[config.mk]
export PLATFORM = sky130hd
export DESIGN_NAME = vga_timing_gen
export DESIGN_NICKNAME = d
export VERILOG_FILES = /design/src/rtl/vga_pkg.sv /design/src/rtl/vga_sync_pipe.sv /design/src/rtl/vga_timing_gen.sv
export SDC_FILE = /design/constraint.sdc
export NUM_CORES = 1
export LEC_CHECK = 0
export BUFFER_PORTS_ARGS = -buffer_cell sky130_fd_sc_hd__clkbuf_2
export CORE_AREA = 2 2 81 83
export CTS_CLUSTER_SIZE = 25
export DETAILED_ROUTE_END_ITERATION = 6
export DIE_AREA = 0 0 83 85
export PLACE_DENSITY_LB_ADDON = 0.08
export REMOVE_ABC_BUFFERS = 1
export SYNTH_ARGS = -nofsm -noshare
export SYNTH_HDL_FRONTEND = slang
export SYNTH_SLANG_ARGS = --single-unit
export TNS_END_PERCENT = 5
[constraint.sdc]
create_clock -name clk -period 4.54 [get_ports clk]
set_clock_uncertainty 0.1 [all_clocks]
set_input_delay 0.681 -clock clk [delete_from_list [all_inputs] [get_ports clk]]
set_output_delay 0.681 -clock clk [all_outputs]
set_load 0.02 [all_outputs]
[src/rtl/vga_pkg.sv]
// rtl/vga_pkg.sv - VGA timing mode descriptors and the default mode table
package vga_pkg;

  typedef struct packed {
    logic [31:0] pclk_khz;
    logic [15:0] h_visible;
    logic [15:0] h_sync_start;
    logic [15:0] h_sync_end;
    logic [15:0] h_total;
    logic [15:0] v_visible;
    logic [15:0] v_sync_start;
    logic [15:0] v_sync_end;
    logic [15:0] v_total;
    logic        h_sync_active_low;
    logic        v_sync_active_low;
  } vga_params_t;

  // Build a mode from the usual visible/front-porch/sync/back-porch figures.
  function automatic vga_params_t vga_make_mode(
    input int hv, input int hf, input int hs, input int hb,
    input int vv, input int vf, input int vs, input int vb,
    input bit hal, input bit val, input int khz
  );
    vga_params_t p;
    p.pclk_khz          = 32'(khz);
    p.h_visible         = 16'(hv);
    p.h_sync_start      = 16'(hv + hf);
    p.h_sync_end        = 16'(hv + hf + hs);
    p.h_total           = 16'(hv + hf + hs + hb);
    p.v_visible         = 16'(vv);
    p.v_sync_start      = 16'(vv + vf);
    p.v_sync_end        = 16'(vv + vf + vs);
    p.v_total           = 16'(vv + vf + vs + vb);
    p.h_sync_active_low = hal;
    p.v_sync_active_low = val;
    return p;
  endfunction

  localparam vga_params_t VGA_640x480_60 =
    vga_make_mode(640, 16, 96, 48, 480, 10, 2, 33, 1'b1, 1'b1, 25175);
  localparam vga_params_t VGA_800x600_60 =
    vga_make_mode(800, 40, 128, 88, 600, 1, 4, 23, 1'b0, 1'b0, 40000);

  typedef vga_params_t vga_mode_table_t [2];

  localparam vga_mode_table_t VGA_MODE_TABLE = '{VGA_640x480_60, VGA_800x600_60};

endpackage

[src/rtl/vga_sync_pipe.sv]
// rtl/vga_sync_pipe.sv - fixed-depth output delay line with per-bit reset value
module vga_sync_pipe #(
  parameter int           W       = 1,
  parameter int           DEPTH   = 1,
  parameter logic [W-1:0] RST_VAL = '0
) (
  input  logic         clk,
  input  logic         reset_n,
  input  logic [W-1:0] d,
  output logic [W-1:0] q
);

  if (DEPTH < 1 || DEPTH > 4) begin : g_bad_depth
    $error("vga_sync_pipe: DEPTH must be in 1..4");
  end

  logic [W-1:0] stage [DEPTH];

  always_ff @(posedge clk or negedge reset_n) begin
    if (!reset_n) begin
      for (int i = 0; i < DEPTH; i++) stage[i] <= RST_VAL;
    end else begin
      stage[0] <= d;
      for (int i = 1; i < DEPTH; i++) stage[i] <= stage[i-1];
    end
  end

  assign q = stage[DEPTH-1];

endmodule

[src/rtl/vga_timing_gen.sv]
// rtl/vga_timing_gen.sv - multi-mode VGA sync/DE generator with frame-aligned mode switching
module vga_timing_gen
  import vga_pkg::*;
#(
  parameter int          NUM_MODES         = 2,
  parameter vga_params_t MODES [NUM_MODES] = VGA_MODE_TABLE,
  parameter int          PIPE_STAGES       = 1,
  parameter int          CTR_W             = 11,
  localparam int         SEL_W             = (NUM_MODES > 1) ? $clog2(NUM_MODES) : 1
) (
  input  logic             clk,
  input  logic             reset_n,
  input  logic             pix_en,
  input  logic             run,
  input  logic [SEL_W-1:0] mode_sel,
  output logic             hsync,
  output logic             vsync,
  output logic             de,
  output logic [CTR_W-1:0] x,
  output logic [CTR_W-1:0] y,
  output logic             frame_start,
  output logic             line_start,
  output logic [SEL_W-1:0] mode_active,
  output logic             mode_pending
);

  localparam int CMP_W = CTR_W + 1;
  localparam int PW    = 5 + 2 * CTR_W + SEL_W + 1;

  for (genvar i = 0; i < NUM_MODES; i++) begin : g_mode_chk
    if (int'(MODES[i].h_total) > (1 << CTR_W) || int'(MODES[i].v_total) > (1 << CTR_W)) begin : g_too_big
      $error("vga_timing_gen: mode total exceeds counter range");
    end
  end

  logic [CTR_W-1:0] h, v;
  logic [SEL_W-1:0] act_q, pend_sel, next_act;
  logic             pend_q;

  logic [CMP_W-1:0] h_vis, h_ss, h_se, h_tot, v_vis, v_ss, v_se, v_tot;
  logic             h_al, v_al;

  always_comb begin
    h_vis = '0; h_ss = '0; h_se = '0; h_tot = '0;
    v_vis = '0; v_ss = '0; v_se = '0; v_tot = '0;
    h_al  = 1'b0; v_al = 1'b0;
    for (int i = 0; i < NUM_MODES; i++) begin
      if (act_q == SEL_W'(i)) begin
        h_vis = CMP_W'(MODES[i].h_visible);
        h_ss  = CMP_W'(MODES[i].h_sync_start);
        h_se  = CMP_W'(MODES[i].h_sync_end);
        h_tot = CMP_W'(MODES[i].h_total);
        v_vis = CMP_W'(MODES[i].v_visible);
        v_ss  = CMP_W'(MODES[i].v_sync_start);
        v_se  = CMP_W'(MODES[i].v_sync_end);
        v_tot = CMP_W'(MODES[i].v_total);
        h_al  = MODES[i].h_sync_active_low;
        v_al  = MODES[i].v_sync_active_low;
      end
    end
  end

  logic [CMP_W-1:0] hx, vx;
  logic             step, h_last, v_last, adopt, sel_valid;

  assign hx        = {1'b0, h};
  assign vx        = {1'b0, v};
  assign step      = run && pix_en;
  assign h_last    = (hx == h_tot - CMP_W'(1));
  assign v_last    = (vx == v_tot - CMP_W'(1));
  // Switch only on the frame wrap so a mode never produces a torn frame; idle switches at once.
  assign adopt     = pend_q && (!run || (step && h_last && v_last));
  assign sel_valid = int'(mode_sel) < NUM_MODES;
  assign next_act  = adopt ? pend_sel : act_q;

  always_ff @(posedge clk or negedge reset_n) begin
    if (!reset_n) begin
      h        <= '0;
      v        <= '0;
      act_q    <= '0;
      pend_q   <= 1'b0;
      pend_sel <= '0;
    end else begin
      if (!run) begin
        h <= '0;
        v <= '0;
      end else if (pix_en) begin
        if (h_last) begin
          h <= '0;
          v <= v_last ? '0 : v + CTR_W'(1);
        end else begin
          h <= h + CTR_W'(1);
        end
      end
      act_q <= next_act;
      if (sel_valid) begin
        pend_sel <= mode_sel;
        pend_q   <= (mode_sel != next_act);
      end else if (adopt) begin
        pend_q <= 1'b0;
      end
    end
  end

  logic             raw_hs, raw_vs, raw_de, raw_ls, raw_fs;
  logic [CTR_W-1:0] raw_x, raw_y;

  assign raw_hs = (run && hx >= h_ss && hx < h_se) ? ~h_al : h_al;
  assign raw_vs = (run && vx >= v_ss && vx < v_se) ? ~v_al : v_al;
  assign raw_de = run && (hx < h_vis) && (vx < v_vis);
  assign raw_x  = raw_de ? h : '0;
  assign raw_y  = raw_de ? v : '0;
  assign raw_ls = step && (h == '0);
  assign raw_fs = raw_ls && (v == '0);

  localparam logic [PW-1:0] RST_VAL = {MODES[0].h_sync_active_low,
                                       MODES[0].v_sync_active_low, {(PW-2){1'b0}}};

  logic [PW-1:0] pipe_q;

  vga_sync_pipe #(
    .W       (PW),
    .DEPTH   (PIPE_STAGES),
    .RST_VAL (RST_VAL)
  ) u_pipe (
    .clk     (clk),
    .reset_n (reset_n),
    .d       ({raw_hs, raw_vs, raw_de, raw_ls, raw_fs, raw_x, raw_y, act_q, pend_q}),
    .q       (pipe_q)
  );

  assign {hsync, vsync, de, line_start, frame_start, x, y, mode_active, mode_pending} = pipe_q;

endmodule

# Word level (Yosys, flattened, before mapping)
# Cells that the tools add are included.
[word_totals] register_bits=54 in_bits=5 output_inout_bits=29 wordCells=59
[classes] addsub=4 magnitude_cmp=6 n_eq_ne=5 mux=21 n_reduce_logical=17
[op_table] operator="$mux 11" count=10
[op_table] operator="$lt 11x12->1" count=4
[op_table] operator="$mux 10" count=3
[op_table] operator="$mux 9" count=3
[op_table] operator="$eq 11x12->1" count=2
[op_table] operator="$ge 11x12->1" count=2
[op_table] operator="$sub 12x1->12 const B" count=2
[op_table] operator="$add 11x1->11 const B" count=2
[op_table] operator="$logic_not 11->1" count=2
[op_table] operator="$logic_and 1x1->1" count=12
[op_table] operator="$mux 7" count=1
[op_table] operator="$mux 1" count=4
[op_table] operator="$ne 2x1->1 const B" count=1
[op_table] operator="$ne 2x2->1 const B" count=1
[op_table] operator="$reduce_and 2->1" count=1
[op_table] operator="$logic_not 1->1" count=1
[op_table] operator="$logic_or 1x1->1" count=1
[op_table] operator="$ne 1x1->1" count=1

# Depth between registers and ports, before layout
[depth] word_depth=9 depth_mapped=9 mapped_depth_nobuf=8

# Cells and area by module
# A second synthesis with hierarchy kept.
[unflattened] hier_cells=267 area_unflattened_um2=2767.7
[modules_own_cells] module="vga_timing_gen" n_inst=1 cells_per_inst=238 area_per_inst_um2=2039.5 seq_area_each_um2=625.6
[modules_own_cells] module="vga_sync_pipe" n_inst=1 cells_per_inst=29 area_per_inst_um2=728.2 seq_area_each_um2=728.2

# Least setup slack after synthesis
# OpenSTA, ideal clock, no wires.
[synth_path] path_kind="register -> register" start="register act_q" end="register pend_q" setup_ns=0.121 arrival_time_ns=2.560 required_time_ns=4.319 path_slack_ns=1.759 stages_incl_launch_ff=9 path_buffers=0 synth_period_minus_slack_ns=2.781 path_cell_list="dfrtp_1 -> inv_1 -> ha_1 -> nor2_1 -> or4b_4 -> o41ai_4 -> nand2_2 -> mux2_4 -> xor2_1"
[synth_between] elab_chain_len=9 elab_cells_between_ends=12 classes_between="add/sub: 2; eq/ne: 3; mux: 3; reduce/logical: 4"
[synth_rtl] item="from (decl)" line_no="vga_timing_gen.sv:37" text="logic [SEL_W-1:0] act_q, pend_sel, next_act;"
[synth_rtl] item="from (signal assigned)" line_no="vga_timing_gen.sv:95" text="act_q <= next_act;"
[synth_rtl] item="$mux 11" line_no="vga_timing_gen.sv:48" text="if (act_q == SEL_W'(i)) begin"
[synth_rtl] item="$sub 12x1->12" line_no="vga_timing_gen.sv:69" text="assign h_last = (hx == h_tot - CMP_W'(1));"
[synth_rtl] item="$eq 11x12->1" line_no="vga_timing_gen.sv:69"
[synth_rtl] item="$logic_and 1x1->1 (2 in series)" line_no="vga_timing_gen.sv:72" text="assign adopt = pend_q && (!run || (step && h_last && v_last));"
[synth_rtl] item="$logic_or 1x1->1" line_no="vga_timing_gen.sv:72"
[synth_rtl] item="$logic_and 1x1->1" line_no="vga_timing_gen.sv:72"
[synth_rtl] item="$mux 1 *" line_no="vga_timing_gen.sv:74" text="assign next_act = adopt ? pend_sel : act_q;"
[synth_rtl] item="via next_act" line_no="vga_timing_gen.sv:37"
[synth_rtl] item="$ne 1x1->1 *" line_no="vga_timing_gen.sv:98" text="pend_q <= (mode_sel != next_act);"
[synth_rtl] item="to (signal assigned)" line_no="vga_timing_gen.sv:98"
[synth_rtl] item="to (decl)" line_no="vga_timing_gen.sv:38" text="logic pend_q;"
# Mark *: on every way through the listed nets, which the timed path passes. The rest lies on a longest branch.
# A chain may end at the register's enable or synchronous reset.

# Worst setup path in the final report
# Same ends and word-level chain as after synthesis.

==> impl_results.md <==
- Clk_lat worst skew: 0.30 ns
- CTS root buf: clkbuf_8
- # diodes: 0
- Arrival @ worst endpoint: 3.31 ns
- Most frequent cells in the layout: dfrtp_1 (52), clkbuf_2 (33), and2_1 (24), nor2_1 (20), ha_1 (19)
- Final setup fails: 0
- Final hold vios: 0
- Dpl cells: 363
- Vias per cell: 5.21
- Antenna viol nets, final: 0
- Die height: 85 um
- Post-synth design cell area: 0.00272 mm^2
- Max Cap Violations: 0
- Initial cell density of the core: 43.8%
- Final Cell Area: 0.00305 mm^2
- Nets: 317
- # port buffers: 33
- Number of flops mapped to enable cells by yosys: 0
- Commonest non-fill, non-tap cell in the layout: dfrtp_1
- TritonCTS clock tree: built
- Worst-Margin Slew: 0.910 ns
- Synth cell types: 47
- FMAX: 312 MHz
- Worst hold path class: flip-flop to flip-flop
- Syn Inst Count: 259
- Setup total negative slack: 0 ns
- #FFs+latches synth: 54
- Fin crit period: 3.21 ns
- Fill cell count: 585
- Async S/R FF share, synth: 100%
- Via count: 1,934
- Vias in the first global route: 1,920
- Reg-to-Reg Start: act_q
- First-pass GRT wire length: 9370 um
- Final wirelength: 5510 um
- DRT Pass-1 Iters: 4
- WHS: 0.319 ns
- Synthesis Warnings: 0
- Startpoint type of the worst setup path: flip-flop
- Area added between synthesis and finish: 12.3%
- Htree depth: 2
- Syn_area_per_cell: 10.5 um^2
- Core area: 0.00620 mm^2
- DRC viols: 0
- RSZ-0062 raised after global routing: no
- CP startpoint: act_q
- CTS Buf Count: 5
- Initial antenna violation count: 0
- # clock sinks: 54
- Critical path peak fanout: 19
- Critical path capture point type: flip-flop
- Critical Path RT: 4.64 ns
- Min-delay src: pend_q
- Tcrit/Tclk final: 70.7%
- Die Wd: 83 um
- WS Path Type: flip-flop to flip-flop
- Total grt overflow: 0
- Post-DP Area: 0.00296 mm^2
- Seq/Total Area, Yosys: 49.8%
- Starting DRC count in detailed routing: 98
- RePlAce Congestion: 0.776
- Row Count: 29
- Clk pin slew, worst setup/hold paths: 0.09 ns
- Largest net degree at the start of global routing: 55
- CTS Hold Bufs: 0
- Fin. max-slew vios: 0
- Post-DP HPWL: 3770 um
- Pwr/cell area: 363 mW/mm^2
- Leakage: 1.50 nW
- Setup Fix Bufs, Post-CTS: 0
- Most common flop cell mapped by yosys: dfrtp_1
- Share of layout cells above drive strength 1: 18.0%
- Post-layout util: 49.2%
- Total GRT Usage: 16.3%
- Relative slew margins: 39.1%
- VDD IR max: 0.000188 V
- CTS max path bufs: 2
- Non-Filler Instances: 371
- I/O Pins: 34
- Die area: 0.00706 mm^2
- Detailed-route wire length per cell: 14.9 um
- Status: completed
- Resized Gates After CTS: 0
-- final cells by class --
class	instances	area [um^2]	share of cell area [%]
timing repair buffer	35	180	5.90
inverter	12	45.0	1.47
sequential	54	1350	44.3
clock inverter	2	12.5	0.410
tap	77	96.3	3.15
multi-input combinational	185	1280	42.0
clock buffer	6	82.6	2.70
-- cells in the mapped netlist (2+ instances only) --
master / n / area [um^2]
nor4b_1: 2 / 17.5
nand3_1: 10 / 50.1
o41ai_4: 2 / 55.1
nor2_1: 20 / 75.1
o21ai_0: 6 / 30.0
nand2_1: 16 / 60.1
a211oi_1: 3 / 22.5
xnor2_1: 6 / 52.6
xor2_1: 8 / 70.1
nor3_1: 4 / 20.0
dfstp_2: 2 / 52.6
clkbuf_1: 4 / 15.0
o31ai_1: 3 / 22.5
nor3b_1: 2 / 15.0
o21ai_1: 8 / 40.0
and2_1: 24 / 150
a21o_1: 2 / 15.0
and3_1: 6 / 37.5
a21oi_1: 6 / 30.0
buf_2: 3 / 15.0
ha_1: 19 / 238
and3b_1: 2 / 17.5
o22ai_1: 2 / 12.5
nand3b_1: 2 / 15.0
dfrtp_1: 52 / 1300
nand4_1: 7 / 43.8
inv_1: 11 / 41.3
nor2b_1: 2 / 12.5
or3_1: 2 / 12.5
nand2b_1: 6 / 37.5
-- power breakdown --
group | switching [mW] | internal (mW) | leakage [nW] | total [mW]
Clock | 0.154 | 0.123 | 0.0472 | 0.277
Sequential | 0.0433 | 0.523 | 0.723 | 0.567
Combinational | 0.155 | 0.109 | 0.732 | 0.264
Total | 0.353 | 0.755 | 1.50 | 1.11
-- sequential cells by signal, summed over array words and instances, names as in the netlist --
| signal | count |
|---|---|
| v | 11 |
| pend_sel | 1 |
| u_pipe.q | 29 |
| act_q | 1 |
| pend_q | 1 |
| h | 11 |
-- stage by stage --
step / worst slack (ns) / total power, mW
after floorplan: 1.76 / 0.756
after global placement: 1.38 / 0.835
after detailed placement: 1.31 / 0.844
after CTS: 1.29 / 1.12
after global routing: 1.06 / 1.18
final: 1.33 / 1.11
-- cell families (layout without fill, tap and decap cells) --
group	after synthesis	count (layout)	synth area share (%)
buf+inv	21	55	3.36
flops	54	54	49.8
xor+xnor	14	14	4.51
fa+ha+maj	19	19	8.74
other cells	1	2	0.138
mux	1	1	0.552
simple gates	112	112	23.0
compound gates	37	37	9.98
-- critical path: stages, from the launching register on --
cell       delay [ns]
dfrtp_1          0.75
inv_1            0.26
ha_1             0.36
nor4b_1          0.22
o2111ai_1        0.30
o41ai_4          0.55
nand2_2          0.10
mux2_4           0.31
xor2_1           0.14
-- metal layers --
metal	vias up	wire length, um	GRT usage, %
met4	0	82	5.37
met1	939	2910	23.7
met5	-	0	0
li1	955	-	-
met3	7	175	3.50
met2	33	2340	24.6
-- worst paths after layout --
path / end / slack [ns] / cells past startpoint
worst max-delay path: pend_q / 1.33 / 8
min in group asynchronous: u_pipe.q[23] / 0.39 / 2
max in group asynchronous: v[6] / 3.52 / 2
worst max register to register: pend_q / 1.33 / 8
worst min-delay path: u_pipe.q[0] / 0.32 / 0
worst min register to register: u_pipe.q[0] / 0.32 / 0
Power figures use the tool's default switching activity.
